**src/rtl/pwm_deadtime_if.sv**
```systemverilog
// pwm_deadtime_if: control/status bundle between the PWM generator side and the
// dead-time stage. The master modport drives the controls and the slave modport
// (the dead-time stage) drives the gate enables and status flags.
// Optional PWM_DT_POLARITY_EN adds the per-output polarity select bits.
interface pwm_deadtime_if #(
    parameter int DT_WIDTH = 8
);
    logic                en_i;
    logic                pwm_i;
    logic [DT_WIDTH-1:0] dead_time_i;
    logic                fault_i;
    logic                clear_fault_i;
    logic                out_hi_o;
    logic                out_lo_o;
    logic                dt_active_o;
    logic                fault_o;
`ifdef PWM_DT_POLARITY_EN
    logic                hi_pol_i;
    logic                lo_pol_i;
`endif

`ifdef PWM_DT_POLARITY_EN
    modport master (
        output en_i, pwm_i, dead_time_i, fault_i, clear_fault_i, hi_pol_i, lo_pol_i,
        input  out_hi_o, out_lo_o, dt_active_o, fault_o
    );
    modport slave (
        input  en_i, pwm_i, dead_time_i, fault_i, clear_fault_i, hi_pol_i, lo_pol_i,
        output out_hi_o, out_lo_o, dt_active_o, fault_o
    );
`else
    modport master (
        output en_i, pwm_i, dead_time_i, fault_i, clear_fault_i,
        input  out_hi_o, out_lo_o, dt_active_o, fault_o
    );
    modport slave (
        input  en_i, pwm_i, dead_time_i, fault_i, clear_fault_i,
        output out_hi_o, out_lo_o, dt_active_o, fault_o
    );
`endif
endinterface

```
**src/rtl/pwm_deadtime.sv**
```systemverilog
// pwm_deadtime: turns a single-ended PWM stream into a complementary half-bridge
// gate pair with programmable dead time, short-pulse suppression and a latched
// fault shutdown. Optional macro PWM_DT_POLARITY_EN makes each output's inactive
// level selectable through hi_pol_i / lo_pol_i.
module pwm_deadtime #(
    parameter int DT_WIDTH = 8
) (
    input  logic          clk_i,
    input  logic          rstn_i,
    pwm_deadtime_if.slave bus
);

    typedef enum logic [2:0] {
        IDLE   = 3'd0,
        HI_ON  = 3'd1,
        DT_H2L = 3'd2,
        LO_ON  = 3'd3,
        DT_L2H = 3'd4,
        FAULT  = 3'd5
    } state_t;

    state_t              state_q, state_d;
    logic [DT_WIDTH-1:0] cnt_q, cnt_d;
    logic                pwm_q;
    logic                valid_q;
    logic                hi_q, lo_q, dt_q, fault_q;
    logic                dt_zero;
    logic [DT_WIDTH-1:0] dt_load;

    assign dt_zero = (bus.dead_time_i == '0);
    assign dt_load = bus.dead_time_i - 1'b1;

    // Input sample of the PWM stream; valid_q marks that pwm_q holds a real
    // sample rather than its reset value, so IDLE never acts on stale data.
    always_ff @(posedge clk_i) begin
        if (!rstn_i) begin
            pwm_q   <= 1'b0;
            valid_q <= 1'b0;
        end else begin
            pwm_q   <= bus.pwm_i;
            valid_q <= 1'b1;
        end
    end

    // Next-state decode: fault beats disable, disable beats normal switching.
    always_comb begin
        state_d = state_q;
        cnt_d   = cnt_q;
        if (bus.fault_i) begin
            state_d = FAULT;
        end else if (state_q == FAULT) begin
            if (bus.clear_fault_i) begin
                state_d = IDLE;
            end
        end else if (!bus.en_i) begin
            state_d = IDLE;
        end else begin
            case (state_q)
                IDLE: begin
                    if (valid_q) begin
                        if (pwm_q) begin
                            state_d = dt_zero ? HI_ON : DT_L2H;
                        end else begin
                            state_d = dt_zero ? LO_ON : DT_H2L;
                        end
                        cnt_d = dt_load;
                    end
                end
                HI_ON: begin
                    if (!pwm_q) begin
                        state_d = dt_zero ? LO_ON : DT_H2L;
                        cnt_d   = dt_load;
                    end
                end
                LO_ON: begin
                    if (pwm_q) begin
                        state_d = dt_zero ? HI_ON : DT_L2H;
                        cnt_d   = dt_load;
                    end
                end
                DT_L2H: begin
                    if (!pwm_q) begin
                        state_d = LO_ON;
                    end else if (cnt_q == '0) begin
                        state_d = HI_ON;
                    end else begin
                        cnt_d = cnt_q - 1'b1;
                    end
                end
                DT_H2L: begin
                    if (pwm_q) begin
                        state_d = HI_ON;
                    end else if (cnt_q == '0) begin
                        state_d = LO_ON;
                    end else begin
                        cnt_d = cnt_q - 1'b1;
                    end
                end
                default: state_d = IDLE;
            endcase
        end
    end

    // State, dead-time counter and output registers, all decoded from next state
    // so both gate enables come from one register update and can never overlap.
    always_ff @(posedge clk_i) begin
        if (!rstn_i) begin
            state_q <= IDLE;
            cnt_q   <= '0;
            hi_q    <= 1'b0;
            lo_q    <= 1'b0;
            dt_q    <= 1'b0;
            fault_q <= 1'b0;
        end else begin
            state_q <= state_d;
            cnt_q   <= cnt_d;
            hi_q    <= (state_d == HI_ON);
            lo_q    <= (state_d == LO_ON);
            dt_q    <= (state_d == DT_H2L) || (state_d == DT_L2H);
            fault_q <= (state_d == FAULT);
        end
    end

`ifdef PWM_DT_POLARITY_EN
    assign bus.out_hi_o = hi_q ^ bus.hi_pol_i;
    assign bus.out_lo_o = lo_q ^ bus.lo_pol_i;
`else
    assign bus.out_hi_o = hi_q;
    assign bus.out_lo_o = lo_q;
`endif
    assign bus.dt_active_o = dt_q;
    assign bus.fault_o     = fault_q;

endmodule
```
**src/flat_wrapper.sv**
```systemverilog
// flat-port wrapper written by rule: the top's interface ports become plain ports
module pwm_deadtime_flat 
#(
    parameter int DT_WIDTH = 8
)
  (clk_i, rstn_i, bus_en_i, bus_pwm_i, bus_dead_time_i, bus_fault_i, bus_clear_fault_i, bus_out_hi_o, bus_out_lo_o, bus_dt_active_o, bus_fault_o);
  pwm_deadtime_if #(.DT_WIDTH(DT_WIDTH)) bus_i ();
  input  logic clk_i;
  input  logic rstn_i;
  input wire logic [$bits(bus_i.en_i)-1:0] bus_en_i;
  input wire logic [$bits(bus_i.pwm_i)-1:0] bus_pwm_i;
  input wire logic [$bits(bus_i.dead_time_i)-1:0] bus_dead_time_i;
  input wire logic [$bits(bus_i.fault_i)-1:0] bus_fault_i;
  input wire logic [$bits(bus_i.clear_fault_i)-1:0] bus_clear_fault_i;
  output wire logic [$bits(bus_i.out_hi_o)-1:0] bus_out_hi_o;
  output wire logic [$bits(bus_i.out_lo_o)-1:0] bus_out_lo_o;
  output wire logic [$bits(bus_i.dt_active_o)-1:0] bus_dt_active_o;
  output wire logic [$bits(bus_i.fault_o)-1:0] bus_fault_o;
  assign bus_i.en_i = bus_en_i;
  assign bus_i.pwm_i = bus_pwm_i;
  assign bus_i.dead_time_i = bus_dead_time_i;
  assign bus_i.fault_i = bus_fault_i;
  assign bus_i.clear_fault_i = bus_clear_fault_i;
  assign bus_out_hi_o = bus_i.out_hi_o;
  assign bus_out_lo_o = bus_i.out_lo_o;
  assign bus_dt_active_o = bus_i.dt_active_o;
  assign bus_fault_o = bus_i.fault_o;
  pwm_deadtime #(.DT_WIDTH(DT_WIDTH)) u_core (.clk_i(clk_i), .rstn_i(rstn_i), .bus(bus_i));
endmodule
```
**config.mk**
```make
export PLATFORM = sky130hd
export DESIGN_NAME = pwm_deadtime_flat
export DESIGN_NICKNAME = d
export VERILOG_FILES = /design/src/rtl/pwm_deadtime_if.sv /design/src/rtl/pwm_deadtime.sv /design/src/flat_wrapper.sv
export SDC_FILE = /design/constraint.sdc
export NUM_CORES = 1
export LEC_CHECK = 0
export ABC_AREA = 1
export BUFFER_PORTS_ARGS = -buffer_cell sky130_fd_sc_hd__buf_2
export CAP_MARGIN = 10
export CORE_MARGIN = 5
export CORE_UTILIZATION = 46
export DETAILED_ROUTE_END_ITERATION = 12
export GPL_TIMING_DRIVEN = 1
export PLACE_DENSITY = 0.67
export REMOVE_ABC_BUFFERS = 1
export SYNTH_ARGS = -nofsm -noshare
export SYNTH_HDL_FRONTEND = slang
export SYNTH_SLANG_ARGS = --single-unit
```
**constraint.sdc**
```tcl
create_clock -name clk_i -period 2.9 [get_ports clk_i]
set_clock_uncertainty 0.15 [all_clocks]
set_input_delay 0.145 -clock clk_i [delete_from_list [all_inputs] [get_ports clk_i]]
set_output_delay 0.145 -clock clk_i [all_outputs]
set_load 0.03 [all_outputs]
```
# --- Word level (Yosys, flattened, before mapping) ---
# Index checks and enable logic that the tools add are counted.
word_totals:
  input_bits: 14
  wordCells: 56
  ramBits: 0
  ff_bits: 17
  mem_bits_ro: 0
  output_inout_bits: 4
  mem_count: 0
  latchBits: 0
op_classes:
  n_shift: 0
  add_sub_neg: 2
  n_mux: 23
  n_div: 0
  n_mul: 0
  n_bitwise: 2
  n_eq_ne: 15
  n_lt_le_gt_ge: 0
  reduce_logical: 6
op_table:
  columns: ["op", "n"]
  rows:
  - ["$mux W8", 6]
  - ["$pmux W8 S5", 1]
  - ["$mux W3", 13]
  - ["$logic_not A8 Y1", 2]
  - ["$sub A8 B1 Y8 const B", 2]
  - ["$pmux W3 S5", 1]
  - ["$eq A3 B2 Y1 const B", 4]
  - ["$eq A3 B3 Y1 const B", 4]
  - ["$reduce_and A9 Y1", 1]
  - ["$eq A3 B1 Y1 const B", 2]
  - ["$ne A2 B1 Y1 const B", 3]
  - ["$reduce_bool A5 Y1", 1]
  - ["$ne A2 B2 Y1 const B", 2]
  - ["$logic_not A3 Y1", 1]
  - ["$mux W1", 2]
  - ["$not A1 Y1", 2]
  - ["$logic_or A1 B1 Y1", 1]

# --- Depth between registers and ports, before layout ---
# Gate-level depths: netlist of run 1.
logic_depth:
  word_depth: 10
  mapped_depth: 13
  depth_no_buf: 13

# --- Worst setup path after synthesis of run 1 ---
# Ideal clock, no wire load.
synth_path:
  path_kind: "register to register"
  from: "register u_core.state_q[1]"
  to: "register u_core.cnt_q[2]"
  stages_incl_launch_ff: 11
  arrival_time_ns: 1.439
  slack_ns: 1.194
  required_time_ns: 2.632
  path_buffers: 0
  setup_time_ns: 0.118
  path_cell_list: "dfxtp_1 nor2_4 nand2_4 nand2_4 nand2_2 nand2_2 ha_1 nand2_1 inv_1 nor3_1 nor2_1"
synth_between:
  elab_chain_len: 3
  word_cells_on_any_way: 15
synth_rtl:
  columns: ["item", "line_no", "source"]
  rows:
  - ["start: declaration", "pwm_deadtime.sv:22", "state_t state_q, state_d;"]
  - ["start signal: assignment", "pwm_deadtime.sv:115", "state_q <= state_d;"]
  - ["$eq A3 B1 Y1, or another cell as far along", "pwm_deadtime.sv:58", "case (state_q)"]
  - ["$reduce_bool A5 Y1 (no source line), or another cell as far along", null, null]
  - ["$reduce_and A9 Y1 (no source line)", null, null]
  - ["end signal: assignment", "pwm_deadtime.sv:116", "cnt_q <= cnt_d;"]
  - ["end: declaration", "pwm_deadtime.sv:23", "logic [DT_WIDTH-1:0] cnt_q, cnt_d;"]
# Several ways; a longest one is shown, not always the timed one.
# A chain may end at the register's enable or synchronous reset.

# --- Worst setup path in the final report of run 1 ---
layout_path:
  from: "register u_core.state_q[1]"
  to: "register u_core.cnt_q[4]"
# The elaborated chain is that of the path after synthesis.

==> impl_metrics.csv, run 1 <==
group,metric,value,unit
outcome,status,"finished, final reports clean",
critical_path,worstRegToRegCells,11,
global_route,antenna_found_initial,0,
synth,synth.top_cell.area_share,0.3019,
sta,final_setup_violations,0,
flow_run,timing.max_cap.violations,0,
sta,totalNegativeSetupSlack,0,ns
global_route,grt_pass1_wl,4471,um
clocking,num_cts_buffers,3,
route,met2WireLength,1101,um
hold_path,hold_path_cells,3,
floorplanning,die-height,59.51,um
critical_path,maximum_single_stage_delay_on_the_critical_path,0.52,ns
placement,routabilityCongestion,0.9017,
synth,number_of_distinct_library_cells_after_synthesis,25,
cells_and_area,antennaDiodeCount,0,
floorplanning,die-area,3541,sq um
synth,syn_inst,175,
critical_path,rr_startpoint,"u_core.state_q[1]$_SDFF_PN0_",
synth,yosys-top-cells-area,"dfxtp_1 (30%), nand2_1 (13%), inv_1 (10%)",
route,met3WireLength,153,um
cells_and_area,synthToLayoutAreaGrowth,13.54,%
floorplanning,fp-row-count,18,
cells_and_area,drive_above_1_share,0.2092,
global_route,grtUsageTotal,0.1643,
critical_path,crit_path_top_delay_cell,"dfxtp_1",
route,highest-signal-layer,"met4",
route,m1_wl,1265,um
route,drtPass1Iterations,4,
floorplanning,fp.dieW,59.51,um
global_route,vias_in_the_first_global_route,1033,
critical_path,critical_path.cell_chain,"nor2_4 > nand2_4 > nand2_4 > nand2_2 > nand2_2 > ha_1 > nand2_1 > inv_1 > a21oi_1 > nor2_1 > a21oi_1",
critical_path,worst-endpoint-arrival,2.00,ns
synth,ys_async_sr_fraction,0,
route,drt-wirelength-per-cell,11.25,um
clocking,number_of_buffers_between_clock_root_and_the_deepest_sink,2,
route,detail_route.drc_violations,0,
clocking,cts_post_setup_buffers_inserted,0,
clocking,cts-root-buf,"clkbuf_4",
cells_and_area,fillerInstances,247,
global_route,grt_start_max_net_pins,12,
placement,dp_hpwl,2084,um
sta,maxSlewViolCount,0,
sta,max_freq,514.8,MHz
floorplanning,start_util,0.4678,
critical_path,reg2reg_setup_slack,0.96,ns
synth,synth_top_flop_cell,"dfxtp_1",
synth,syn_avg_cell_area,6.442,sq um
sta,hold_violations,0,
sta,grt_setup_unrepaired,"no",
clocking,ctsResizeCount,0,
route,ant_nets,0,
critical_path,crit_path_launch_type,"flop",
clocking,clock_tree.htree_level_count,1,
hold_path,whs_endpoint,"u_core.state_q[2]$_SDFF_PN0_",
clocking,tritoncts,"done",
synth,synth-seq-cells,17,
synth,synth_area,1127,sq um
clocking,cts.clk_slew.worst_paths,0.09,ns
sta,worst_slew_pin_slew,0.3227,ns
power,vdd_ir_drop_max,0.0002893,V
synth,synth_common_cells,"nand2_1 (39), inv_1 (31), nand3_1 (19)",
floorplanning,boundaryPins,18,
critical_path,timing.critical_path.to_type,"flop",
placement,port_buffers,17,
route,routed_via_density,4.947,
critical_path,criticalPathCategory,"flop to flop",
hold_path,min-delay-start,"bus_fault_i",
synth,synth_largest_area_cell,"dfxtp_1",
sta,whs,0.03128,ns
synth,number_of_flops_mapped_to_enable_cells_by_yosys,0,
route,route.vias.total,1118,
sta,final_period_minus_worst_setup_slack,1.942,ns
placement,detailedPlace.worstSlack,0.9807,ns
cells_and_area,layout.nets,212,
power,power.static_leakage,0.6772,nW
power,cellPowerDensity,431.5,nW/um^2
hold_path,worstHoldPathType,"input port to flop",
sta,slew-limit-headroom,0.7846,
global_route,grt_overflow,0,
synth,yosysSeqAreaShare,0.3019,
synth,synth_warnings,0,
synth,yosysMostFrequentCell,"nand2_1",
critical_path,cp.required,2.96,ns
clocking,cts_sinks,17,
route,dr.first_iter.drc_count,40,
clocking,worstSkewPairLatency,0.28,ns
critical_path,timing.rr.end,"u_core.cnt_q[4]$_SDFFE_PN0P_",
route,wl,2542,um
critical_path,worstPathMaxFanout,9,
sta,setup_slack,0.9576,ns
floorplanning,fp.coreArea,2410,sq um
sta,fin_crit_sh,0.6698,
## placed cells by master, fill, tap and decap left out, types with 4 or more instances in the layout
| cell | n |
|---|---|
| buf_2 | 17 |
| nand3_1 | 19 |
| nand2_1 | 39 |
| inv_1 | 31 |
| nand2_2 | 7 |
| o21ai_0 | 5 |
| nand4_1 | 4 |
| nor2_1 | 17 |
| dfxtp_1 | 17 |
| a21oi_1 | 11 |
| nand2_4 | 5 |
## flip-flops by register name, indices dropped and copies added, names as in the netlist
signal                  count
u_core.bus.fault_o          1
u_core.state_q              3
u_core.bus.dt_active_o      1
u_core.pwm_q                1
u_core.valid_q              1
u_core.cnt_q                8
u_core.bus.out_hi_o         1
u_core.bus.out_lo_o         1
## worst max path at each step
| stage | from | endpoint | depth (start not counted) | slack [ns] |
|---|---|---|---|---|
| 3_5_place_dp | u_core.state_q[1]$_SDFF_PN0_ | u_core.cnt_q[4]$_SDFFE_PN0P_ | 11 | 0.98 |
| 5_1_grt | u_core.state_q[1]$_SDFF_PN0_ | u_core.cnt_q[4]$_SDFFE_PN0P_ | 11 | 0.71 |
| 4_1_cts | u_core.state_q[1]$_SDFF_PN0_ | u_core.cnt_q[4]$_SDFFE_PN0P_ | 11 | 0.96 |
| 2_1_floorplan | u_core.state_q[1]$_SDFF_PN0_ | u_core.cnt_q[2]$_SDFFE_PN0P_ | 10 | 1.19 |
| 3_3_place_gp | u_core.state_q[1]$_SDFF_PN0_ | u_core.cnt_q[2]$_SDFFE_PN0P_ | 10 | 1.03 |
| 6_report | u_core.state_q[1]$_SDFF_PN0_ | u_core.cnt_q[4]$_SDFFE_PN0P_ | 11 | 0.96 |
## worst max-delay path: cells and delay by family, from the launching register on
kind,cells,cell delay [ns]
buffers and inverters,1,0.08
and+or+nand+nor,7,0.64
DFF,1,0.52
adders and majority gates,1,0.21
AOI/OAI and AO/OA,2,0.26
## report_power, final
part           total, mW  leakage [nW]  internal, mW  switching, mW
sequential         0.258         0.140         0.249        0.00852
combinational      0.173         0.522        0.0595          0.114
clock              0.121        0.0150        0.0534         0.0680
total              0.552         0.677         0.362          0.190
## per-layer routing
metal,vias up,global-route usage
met5,-,0
met4,0,0.06646
met3,2,0.02179
met2,31,0.2496
met1,491,0.2326
li1,594,-
## layout make-up
type                       count  area, sq um  share of cell area
timing repair buffer          19        105.1             0.08211
multi-input combinational    124        650.6              0.5083
inverter                      32        120.1             0.09384
clock buffer                   4        26.28             0.02053
sequential                    17        340.3              0.2659
tap                           30        37.54             0.02933
## kinds of logic after synthesis
group / share of synthesized area
and+or+nand+nor: 0.4772
DFF: 0.3019
AOI/OAI and AO/OA: 0.08878
adders and majority gates: 0.01110
buffers and inverters: 0.1210
## stage by stage
| stage | total power, mW | std cells | utilization | area [sq um] |
|---|---|---|---|---|
| final | 0.5523 | 226 | 0.5312 | 1280 |
| after detailed placement | 0.4332 | 220 | 0.5119 | 1234 |
| after floorplan | 0.3919 | 173 | - | 1111 |
| after global placement | 0.4318 | 220 | 0.5119 | 1234 |
| after CTS | 0.5576 | 226 | 0.5312 | 1280 |
| after global routing | 0.5964 | 226 | 0.5312 | 1280 |
## repair_timing
item | CTS | global route
hold buffers | 2 | 0
hold endpoints to repair | 2 | 0
setup endpoints to repair | 0 | 0
Power figures use the tool's default switching activity.
==> inputs of run 2 (changes only) <==
==> constraint.sdc (replaced) <==
create_clock -name clk_i -period 1.79 [get_ports clk_i]
set_clock_uncertainty 0.15 [all_clocks]
set_input_delay 0.0895 -clock clk_i [delete_from_list [all_inputs] [get_ports clk_i]]
set_output_delay 0.0895 -clock clk_i [all_outputs]
set_load 0.03 [all_outputs]
==> run 2 against run 1 <==
Sequential cell count is the same. Cell count grew 7.1%. Register-to-register slack got worse by 0.95 ns. Setup slack lost 0.95 ns. Worst hold slack gained 0.0055 ns. Global-route usage increased by 0.37 points.
==> impl_metrics.csv, run 2 (same netlist as run 1, synthesis figures left out) <==
group,metric,value,unit
sta,totalNegativeSetupSlack,0,ns
route,route.vias.total,1207,
sta,whs,0.03681,ns
route,dr.first_iter.drc_count,68,
sta,final_setup_violations,0,
clocking,clock_tree.htree_level_count,1,
cells_and_area,synthToLayoutAreaGrowth,34.18,%
placement,routabilityCongestion,0.8976,
cells_and_area,layout_common_cells,"nand2_1 (36), inv_1 (28), nand3_1 (17), buf_2 (17)",
critical_path,reg2reg_setup_slack,0.007,ns
sta,fin_crit_sh,0.9962,
route,drtPass1Iterations,4,
cells_and_area,antennaDiodeCount,0,
sta,slew-limit-headroom,0.7948,
power,cellPowerDensity,645.9,nW/um^2
floorplanning,fp.dieW,59.51,um
power,power.static_leakage,0.7618,nW
placement,postPlaceCellArea,1301,sq um
floorplanning,start_util,0.4678,
clocking,num_cts_buffers,3,
global_route,grt_pass1_wl,4609,um
cells_and_area,layout.nets,228,
global_route,grt_start_max_net_pins,11,
sta,maxSlewViolCount,0,
flow_run,timing.max_cap.violations,0,
route,wl,2979,um
global_route,grtUsageTotal,0.1680,
cells_and_area,fin_util,0.6277,
critical_path,worstPathMaxFanout,5,
cells_and_area,drive_above_1_share,0.3538,
critical_path,cp.required,1.87,ns
route,drt-wirelength-per-cell,12.31,um
sta,worst_slew_pin_slew,0.3078,ns
clocking,cts-root-buf,"clkbuf_4",
floorplanning,die-area,3541,sq um
floorplanning,boundaryPins,18,
global_route,vias_in_the_first_global_route,1081,
floorplanning,fp.coreArea,2410,sq um
critical_path,criticalPathCategory,"flop to flop",
cells_and_area,largest_register_ffs,8,
hold_path,worstHoldPathType,"input port to flop",
global_route,grt_overflow,0,
cells_and_area,final_cell_count_no_fill,242,
clocking,cts.clk_slew.worst_paths,0.10,ns
placement,dp_hpwl,2110,um
cells_and_area,footprint_of_the_multi_input_gates,748.2,sq um
clocking,cts_sinks,17,
critical_path,worst-endpoint-arrival,1.86,ns
power,vdd_ir_drop_max,0.0004871,V
clocking,tritoncts,"done",
sta,max_freq,560.8,MHz
outcome,status,"finished, final reports clean",
placement,place_inst,229,
cells_and_area,reg_with_most_ffs,"u_core.cnt_q",
route,ant_nets,0,
critical_path,crit_path_launch_type,"flop",
route,detail_route.drc_violations,0,
cells_and_area,biggestRegsByFlops,"u_core.cnt_q x8, u_core.state_q x3",
floorplanning,die-height,59.51,um
critical_path,timing.critical_path.to_type,"flop",
sta,final_period_minus_worst_setup_slack,1.783,ns
sta,hold_violations,0,
cells_and_area,leading_cell_type_in_the_layout_fill_and_taps_excluded,"nand2_1",
route,routed_via_density,4.988,
clocking,worstSkewPairLatency,0.29,ns
cells_and_area,final_cell_area,1513,sq um
floorplanning,fp-row-count,18,
placement,port_buffers,17,
sta,grt_setup_unrepaired,"yes",
cells_and_area,fillerInstances,221,
global_route,antenna_found_initial,0,
clocking,number_of_buffers_between_clock_root_and_the_deepest_sink,2,
cells_and_area,sequential_cell_area,351.6,sq um
[run 2: changes by cell type in the layout (fill, tap and decap cells not counted), sizes merged]
cell and change:
buf +12, clkinv +1, dlygate4sd3 +2, clkbuf -1, nand2 +2
[run 2: where the power goes]
group          switching [mW]  internal [mW]  total [mW]
registers              0.0158          0.403       0.418
logic                   0.219          0.137       0.356
clock network           0.119         0.0831       0.202
total                   0.354          0.623       0.977
[run 2: critical path: stages (launching register included)]
cell     delay (ns)
dfxtp_4        0.38
nor2_4         0.20
nand2_4        0.11
nand3_1        0.17
nand2_4        0.09
ha_4           0.16
nand2_2        0.08
inv_2          0.05
a21oi_1        0.13
nor2_1         0.07
a21oi_1        0.12
[run 2: timing repair]
item	CTS	global route
cloned	0	2
endpoints found under the setup margin	6	8
pin swaps	0	9
resized for setup	3	30
hold endpoints to repair	12	0
buffers inserted	0	3
hold buffers	4	0
[run 2: area by class of cell]
class                           instances  share of cell area
Multi-Input combinational cell        126              0.4946
Sequential cell                        17              0.2324
Timing Repair Buffer                   33              0.1472
Inverter                               32             0.08271
Tap cell                               30             0.02481
Clock buffer                            3             0.01489
Clock inverter                          1            0.003309
[run 2: path summary, 6_finish.rpt]
| kind | from | endpoint | cells after the start |
|---|---|---|---|
| worst max-delay path | u_core.state_q[0]$_SDFF_PN0_ | u_core.cnt_q[4]$_SDFFE_PN0P_ | 10 |
| worst min-delay path | bus_en_i | u_core.bus.out_lo_o$_SDFF_PN0_ | 5 |
| worst max register to register | u_core.state_q[0]$_SDFF_PN0_ | u_core.cnt_q[4]$_SDFFE_PN0P_ | 10 |
| worst min register to register | u_core.cnt_q[2]$_SDFFE_PN0P_ | u_core.cnt_q[2]$_SDFFE_PN0P_ | 2 |
[run 2: through the flow]
stage               power, mW  worst slack [ns]
CTS                    0.9341          0.006942
detailed placement     0.7184          -0.06798
floorplan              0.6349           0.08284
global placement       0.7152          -0.03334
global route            1.049          -0.05793
finish                 0.9771          0.006798
[run 2: routing by layer]
metal,track usage,up-vias,share of wire,wire (um)
met5,0,-,0,0
met4,0.07278,0,0.010,30
met3,0.02179,4,0.067,201
met2,0.2559,40,0.45,1347
met1,0.2358,533,0.47,1400
li1,-,630,-,-
